==> config.mk <==
export PLATFORM = sky130hd
export DESIGN_NAME = lfsr_rr_sched
export DESIGN_NICKNAME = d
export VERILOG_FILES = /design/src/rtl/lfsr_pkg.sv /design/src/rtl/lfsr_step.sv /design/src/rtl/lfsr_rr_sched.sv
export SDC_FILE = /design/constraint.sdc
export NUM_CORES = 1
export LEC_CHECK = 0
export ABC_AREA = 1
export BUFFER_PORTS_ARGS = -buffer_cell sky130_fd_sc_hd__buf_2
export CAP_MARGIN = 0
export CORE_UTILIZATION = 55
export CTS_CLUSTER_DIAMETER = 60
export DETAILED_ROUTE_END_ITERATION = 8
export GPL_TIMING_DRIVEN = 0
export PLACE_DENSITY = 0.89
export SYNTH_ARGS = -nofsm -noshare
export SYNTH_HDL_FRONTEND = slang
export SYNTH_HIERARCHICAL = 1
export SYNTH_SLANG_ARGS = --single-unit
==> constraint.sdc <==
create_clock -name clk -period 2.07 [get_ports clk]
set_input_delay 0.1035 -clock clk [delete_from_list [all_inputs] [get_ports clk]]
set_output_delay 0.1035 -clock clk [all_outputs]
set_load 0.01 [all_outputs]
==> src/rtl/lfsr_pkg.sv <==
// Shared LFSR definitions: width, feedback taps, scheduler states and the step function.
// The stand-alone lfsr1 datapath uses the same lfsr_next().
package lfsr_pkg;

  localparam int LFSR_W = 16;
  localparam int TAP0   = 15;
  localparam int TAP1   = 13;
  localparam int TAP2   = 12;
  localparam int TAP3   = 10;

  typedef enum logic [1:0] {
    ST_SEED   = 2'd0,
    ST_RUN    = 2'd1,
    ST_RESEED = 2'd2
  } sched_state_t;

  // x^16+x^14+x^13+x^11+1, Fibonacci form, shifting left.
  function automatic logic [LFSR_W-1:0] lfsr_next(input logic [LFSR_W-1:0] s);
    return {s[LFSR_W-2:0], s[TAP0] ^ s[TAP1] ^ s[TAP2] ^ s[TAP3]};
  endfunction

endpackage

==> src/rtl/lfsr_step.sv <==
// 16-bit LFSR register with load and step enable.
// A zero load value is replaced by 1 so the register can never lock up.
module lfsr_step
  import lfsr_pkg::*;
(
  input  logic              clk,
  input  logic              resetn,
  input  logic              load,
  input  logic [LFSR_W-1:0] load_val,
  input  logic              en,
  output logic [LFSR_W-1:0] state
);

  always_ff @(posedge clk or negedge resetn) begin
    if (!resetn) begin
      state <= '0;
    end else if (load) begin
      state <= (load_val == '0) ? LFSR_W'(1) : load_val;
    end else if (en) begin
      state <= lfsr_next(state);
    end
  end

endmodule

==> src/rtl/lfsr_rr_sched.sv <==
// Shared pseudo-random word source: one LFSR, round-robin issue to NREQ requesters.
// The LFSR steps only on a grant, so the issued sequence depends only on the seed.
//
// state     | meaning
// ST_SEED   | after reset: load DEFAULT_SEED, clear word count
// ST_RUN    | ready, arbitrate and issue at most one word per cycle
// ST_RESEED | seed just loaded from seed_load, no grant this cycle
module lfsr_rr_sched
  import lfsr_pkg::*;
#(
  parameter int          NREQ         = 4,
  parameter logic [15:0] DEFAULT_SEED = 16'h0001,
  localparam int         ID_W         = (NREQ > 1) ? $clog2(NREQ) : 1
) (
  input  logic              clk,
  input  logic              resetn,
  input  logic              seed_load,
  input  logic [15:0]       seed,
  input  logic [NREQ-1:0]   req,
  output logic              ready,
  output logic [NREQ-1:0]   gnt,
  output logic              rnd_valid,
  output logic [15:0]       rnd_data,
  output logic [ID_W-1:0]   rnd_id,
  output logic [31:0]       words_issued
);

  sched_state_t      state_q, state_d;
  logic [ID_W-1:0]   ptr_q;
  logic [ID_W-1:0]   win_idx;
  logic              lfsr_load;
  logic [15:0]       lfsr_load_val;
  logic              do_grant;
  logic              clr_cnt;
  logic [LFSR_W-1:0] lfsr_q;

  lfsr_step u_lfsr (
    .clk      (clk),
    .resetn   (resetn),
    .load     (lfsr_load),
    .load_val (lfsr_load_val),
    .en       (do_grant),
    .state    (lfsr_q)
  );

  always_ff @(posedge clk or negedge resetn) begin
    if (!resetn) state_q <= ST_SEED;
    else         state_q <= state_d;
  end

  // A reseed request always beats a grant in the same cycle.
  always_comb begin
    state_d       = state_q;
    lfsr_load     = 1'b0;
    lfsr_load_val = seed;
    do_grant      = 1'b0;
    clr_cnt       = 1'b0;
    case (state_q)
      ST_SEED: begin
        lfsr_load = 1'b1;
        clr_cnt   = 1'b1;
        if (seed_load) begin
          state_d = ST_RESEED;
        end else begin
          lfsr_load_val = DEFAULT_SEED;
          state_d       = ST_RUN;
        end
      end
      ST_RUN: begin
        if (seed_load) begin
          lfsr_load = 1'b1;
          clr_cnt   = 1'b1;
          state_d   = ST_RESEED;
        end else begin
          do_grant = |req;
        end
      end
      ST_RESEED: begin
        if (seed_load) begin
          lfsr_load = 1'b1;
          clr_cnt   = 1'b1;
        end else begin
          state_d = ST_RUN;
        end
      end
      default: state_d = ST_SEED;
    endcase
  end

  always_comb begin
    logic found;
    found   = 1'b0;
    win_idx = '0;
    for (int off = 0; off < NREQ; off++) begin
      int idx;
      idx = int'(ptr_q) + off;
      if (idx >= NREQ) idx = idx - NREQ;
      if (!found && req[idx]) begin
        found   = 1'b1;
        win_idx = ID_W'(idx);
      end
    end
  end

  always_ff @(posedge clk or negedge resetn) begin
    if (!resetn) begin
      ptr_q        <= '0;
      gnt          <= '0;
      rnd_data     <= '0;
      rnd_id       <= '0;
      words_issued <= '0;
    end else begin
      gnt <= '0;
      if (do_grant) begin
        gnt      <= {{(NREQ-1){1'b0}}, 1'b1} << win_idx;
        rnd_data <= lfsr_q;
        rnd_id   <= win_idx;
        ptr_q    <= (win_idx == ID_W'(NREQ-1)) ? '0 : win_idx + ID_W'(1);
      end
      if (clr_cnt)       words_issued <= '0;
      else if (do_grant) words_issued <= words_issued + 32'd1;
    end
  end

  assign ready     = (state_q == ST_RUN);
  assign rnd_valid = |gnt;

endmodule

==> results of run 1 <==
[critical path: cells and delay by family (launching register included)]
kind                       cells  cell delay (ns)
buffers and inverters          3             0.37
and+or+nand+nor                8             0.70
DFF                            1             0.43
AOI/OAI and AO/OA              1             0.07
adders and majority gates      1             0.31
[per-layer routing]
metal  up-vias  track usage [%]  part of all wire (%)
met5         -                0                     0
li1       2171                -                     -
met3        24             4.68                   6.3
met4         0             12.6                   2.3
met2       192             45.7                    49
met1      2083             35.4                    43
[cell families after synthesis]
group	Yosys count	share of synthesized area, %
AND/OR/NAND/NOR	399	39.4
flip-flops	74	41.3
buffers and inverters	87	8.06
adder cells (fa/ha/maj)	9	2.51
AO/OA/AOI/OAI	53	8.00
XOR/XNOR	4	0.781
[final timing paths]
check	to	cells after the start	from	slack, ns
worst max-delay path	ptr_q[1]$_DFFE_PN0P_	13	ptr_q[0]$_DFFE_PN0P_	0.08
worst min-delay path	u_lfsr/state[6]$_DFFE_PN0P_	5	seed[6]	0.09
worst max register to register	ptr_q[1]$_DFFE_PN0P_	13	ptr_q[0]$_DFFE_PN0P_	0.08
worst min register to register	rnd_data[10]$_DFFE_PN0P_	2	rnd_data[10]$_DFFE_PN0P_	0.48
max in group asynchronous	words_issued[29]$_DFFE_PN0P_	3	resetn	1.28
min in group asynchronous	gnt[2]$_DFF_PN0_	2	resetn	0.23
[where the power goes]
group / leakage [nW] / switching, W / internal (W) / total (W)
Combinational: 1.81 / 0.00239 / 0.00126 / 0.00365
Sequential: 0.960 / 0.000300 / 0.00185 / 0.00215
Clock: 0.131 / 0.000568 / 0.000930 / 0.00150
[stage by stage]
stage | TNS (ns) | power, W | setup slack, ns | area [um2]
after global routing | -0.0646 | 0.00779 | -0.0467 | 5400
after detailed placement | -2.03 | 0.00552 | -0.217 | 5030
after global placement | -1.21 | 0.00535 | -0.146 | 5000
after floorplan | 0 | 0.00454 | 0.0727 | 4490
after CTS | 0 | 0.00707 | 0.0158 | 5320
final | 0 | 0.00730 | 0.0831 | 5400
[placed cells by master (no fill, tap or decap), types with 5 or more instances in the layout]
cell type,synthesis,layout
nand2_2,4,12
clkbuf_8,0,9
a21oi_1,12,12
inv_4,2,5
o21ai_1,9,9
nor2_4,4,6
nand4_1,12,12
buf_2,6,82
dfrtp_1,74,74
nor2_1,97,96
nand3_1,34,33
inv_2,9,8
o21ai_0,10,10
inv_1,62,60
nand2_1,215,207
o22ai_1,5,5
buf_4,4,8
nor2_2,7,6
ha_1,9,9
nor3_1,12,12
[sequential cells by signal, summed over array words and instances, names as in the netlist]
name,count
gnt,4
u_lfsr/state,16
ptr_q,2
rnd_data,16
rnd_id,2
state_q,2
words_issued,32
[area by class of cell]
cell class	instances	area, um2	area share, %
well taps	102	128	2.36
repair buffers	85	460	8.52
flip-flops and latches	74	1850	34.3
plain buffers	14	101	1.88
clock buffers	10	128	2.36
clock inverters	6	138	2.55
inverters	73	287	5.30
multi-input cells	465	2310	42.8
[what timing repair did]
| item | CTS | global route |
|---|---|---|
| hold endpoints to repair | 30 | 0 |
| gates cloned | 0 | 0 |
| pin swaps | 0 | 3 |
| setup buffers | 1 | 4 |
| resized for setup | 6 | 20 |
| hold buffers | 1 | 0 |
| endpoints found under the setup margin | 16 | 11 |
==> results.toml, run 1 <==
[global_routing]
grt_overflow_total = 0
grt_pass1_wl_mm = 18.6
antenna_found_initial = 0
grt_max_degree = 45
grt_pass1_vias = 4147
grt_use_total_pct = 27.6

[floorplan]
coreArea_um2 = 7810
die_area_um2 = 8520
start_util_pct = 57.5
die-width_um = 92.3
fp.dieH_um = 92.3
io_pins = 79
num_rows = 32

[clocking]
ctsLongestPathBuffers = 2
cts_made_buffers = 9
htree_levels = 3
clk_latency_ns = 0.35
cts-root-buf = "clkbuf_8"
cts_tree = "built"
cts.sinks = 74
cts.reportedPaths.clkPinSlew_ns = 0.08

[setup_path]
critical_path.slowest_cell = "dfrtp_1"
cpPeakStageDelay_ns = 0.43
crit_fanout = 10
cp-end-kind = "flop"
critPathKind = "flop to flop"
crit_arrival_ns = 2.22
worst_ep_required_time_ns = 2.30
worst_setup_path_start_kind = "flop"
path_cells = "buf_6 > nand2_1 > nand2_2 > nand2_2 > nand2_2 > buf_4 > nand2_1 > nand3_2 > nand2_2 > inv_1 > ha_1 > nand2_1 > o21ai_0"
path_common_cell = "nand2_2"

[routing]
wirelength_mm = 11.3
drcViolationCount = 0
ant_nets = 0
drt-vias-per-instance = 5.39
num_vias = 4470
dr.pass1.iters = 5
drtIter0Drc = 350
wl_per_cell_um = 13.6

[run]
maxCapViolations = 0

[timing]
min_period_over_period_pct = 96.0
worst_pin_slew_ns = 0.591
finalHoldViolations = 0
fmax_mhz = 503
rsz0062_at_grt = "yes"
min_period_ns = 1.99
holdWs_ns = 0.0889
setup_viol = 0
fin_skew_ns = 0.00806
maxSlewViolCount = 0
relSlewSlack_pct = 60.6

[yosys]
syn_area_um2 = 4490
seq_area_frac_synth_pct = 41.3
ys_warn_count = 6
yosysTopAreaCellShare_pct = 41.3
synth.avg_cell_area_um2 = 7.17
synth_edf_count = 0
synth-main-ff-cell = "dfrtp_1"
synth_cell_type_count = 38
synth_common_cells = "215 x nand2_1, 97 x nor2_1, 74 x dfrtp_1, 62 x inv_1, 34 x nand3_1"
yosysTopAreaCell = "dfrtp_1"
synth_cells = 626
synth_area_leaders = "dfrtp_1 41%, nand2_1 18%, nor2_1 8.1%"
async_flop_share_pct = 100
ys_seq_elements = 74
synth_nets = 658
yosysMostFrequentCell = "nand2_1"

[layout]
drive_gt1_share_pct = 23.8
finalNonFillerCells = 829
nets = 754
finish.utilization_pct = 69.2
n_fill_cell = 652
diodes = 0
flow.area_growth_from_synthesis_pct = 20.4

[placed_design]
place.gp.congestion = 0.917
placed_cells = 807
dp_hpwl_mm = 8.24
portBuffers = 78

[min_path]
hold_class = "primary input to flop"

[run_status]
run_status = "complete, no violations"

[power_and_ir_drop]
p_per_area_nw_per_um2 = 1350
p_leak_nw = 2.91
peakVddDrop_mv = 0.840
(Power assumes the default switching activity.)
==> run 2: changes to the inputs <==
CORE_UTILIZATION = 51   (was 55)
HOLD_SLACK_MARGIN = 0.02   (was unset)
PLACE_DENSITY = 0.87   (was 0.89)
clock period = 1.69 ns   (was 2.07 ns; I/O delays follow)
==> results.toml, run 2 (synthesis results as in run 1) <==
[floorplan]
die-width_um = 95.8
fp.dieH_um = 95.8
io_pins = 79
num_rows = 33
start_util_pct = 53.5
die_area_um2 = 9180
coreArea_um2 = 8380

[setup_path]
crit_arrival_ns = 2.10
worst_ep_required_time_ns = 1.94
critPathKind = "flop to flop"
worst_setup_path_start_kind = "flop"
cp-end-kind = "flop"
crit_fanout = 7

[routing]
drt-vias-per-instance = 5.58
ant_nets = 0
wl_per_cell_um = 15.8
num_vias = 4795
drtIter0Drc = 295
wirelength_mm = 13.6
drcViolationCount = 0
dr.pass1.iters = 5

[timing]
worst_pin_slew_ns = 0.955
fin_skew_ns = 0.0123
relSlewSlack_pct = 36.3
fin_ws_ns = -0.160
rsz0062_at_grt = "yes"
min_period_ns = 1.85
maxSlewViolCount = 0
min_period_over_period_pct = 109
finalSetupTns_ns = -2.13
fmax_mhz = 541
finalHoldViolations = 0
setup_viol = 24

[run_status]
violations = "negative setup slack"
run_status = "complete, but fails checks"

[global_routing]
grt_overflow_total = 0
grt_max_degree = 75
grt_pass1_wl_mm = 20.4
antenna_found_initial = 0
grt_use_total_pct = 29.0
grt_pass1_vias = 4561

[layout]
final_cell_mix = "190 x nand2_1, 89 x nor2_1, 77 x buf_2, 70 x dfrtp_1, 55 x inv_1"
fin_area_um2 = 5990
nets = 782
largest_register = "words_issued"
finish.utilization_pct = 71.5
final_common_cell = "nand2_1"
reg_top3 = "words_issued: 32 flops, rnd_data: 16 flops, u_lfsr/state: 16 flops"
diodes = 0
drive_gt1_share_pct = 33.2
largest_reg_flops = 32
flow.area_growth_from_synthesis_pct = 33.5

[power_and_ir_drop]
p_per_area_nw_per_um2 = 1800
finalPower_w = 0.0108
p_leak_nw = 3.13
peakVddDrop_mv = 0.896

[clocking]
clk_latency_ns = 0.36
ctsLongestPathBuffers = 2
cts-root-buf = "clkbuf_8"
htree_levels = 3
cts.sinks = 74
cts_tree = "built"
cts_made_buffers = 9
cts.reportedPaths.clkPinSlew_ns = 0.09

[placed_design]
dp_hpwl_mm = 8.25
place.gp.congestion = 0.939
pre_cts_ws_ns = -0.258
portBuffers = 78
placed_area_um2 = 5070

[min_path]
hold_class = "primary input to flop"

[run]
maxCapViolations = 0
==> run 2: cell count changes in the layout (fill, tap and decap cells not counted), sizes merged <==
cell | before | now
clkbuf | 12 | 13
inv | 74 | 75
bufinv | 4 | 3
buf | 96 | 121
clkinvlp | 0 | 1
nand2 | 222 | 223
==> run 2: worst paths after layout <==
check | depth (start not counted) | startpoint | slack [ns] | end
setup / recovery | 13 | ptr_q[0]$_DFFE_PN0P_ | -0.16 | ptr_q[1]$_DFFE_PN0P_
hold / removal | 5 | seed[5] | 0.07 | u_lfsr/state[5]$_DFFE_PN0P_
setup reg to reg | 13 | ptr_q[0]$_DFFE_PN0P_ | -0.16 | ptr_q[1]$_DFFE_PN0P_
hold reg to reg | 2 | u_lfsr/state[14]$_DFFE_PN0P_ | 0.48 | rnd_data[14]$_DFFE_PN0P_
max in group asynchronous | 2 | resetn | 0.59 | ptr_q[1]$_DFFE_PN0P_
min in group asynchronous | 2 | resetn | 0.40 | gnt[2]$_DFF_PN0_
==> run 2: final cells by class <==
cell class	count	area [um2]
Buffer	14	163
Clock buffer	9	124
Clock inverter	7	124
Fill cell	615	2390
Inverter	73	319
Multi-Input combinational cell	466	2580
Sequential cell	74	1860
Tap cell	105	131
Timing Repair Buffer	112	694
==> run 2: timing repair <==
| action | 4_1_cts | 5_1_grt |
|---|---|---|
| pin swaps | 18 | 16 |
| endpoints found under the hold margin | 74 | 0 |
| gates resized for setup | 61 | 55 |
| gates cloned | 2 | 1 |
| hold buffers | 1 | 0 |
| buffers inserted | 23 | 8 |
| setup endpoints to repair | 52 | 62 |
==> run 2: where the power goes <==
part | internal [W] | switching (W)
Combinational | 0.00261 | 0.00376
Sequential | 0.00227 | 0.000403
Clock | 0.000993 | 0.000738
==> run 2: worst max-delay path, cell delays in order (launching register included) <==
cell	delay (ns)
dfrtp_2	0.45
buf_6	0.15
nand2_2	0.06
nand2_2	0.05
nand2_2	0.08
nand2_4	0.07
nor2_4	0.19
nand2_4	0.09
nand3_2	0.08
nand2_2	0.08
inv_2	0.10
ha_4	0.20
nand2_2	0.07
o21ai_2	0.05
==> run 2: stage by stage <==
stage	std cells	hold WS [ns]
6_report	860	0.0673
5_1_grt	860	0.0824
4_1_cts	851	0.0552
3_5_place_dp	809	0.278
3_3_place_gp	809	0.431
2_1_floorplan	626	-0.211
==> run 2: metal layers <==
metal  global-route usage [%]  wire length [um]  vias up
li1                         -                 -     2231
met1                     32.3              5110     2240
met2                     52.6              7090      263
met3                     6.00               908       61
met4                     13.6               512        0
met5                        0                 0        -
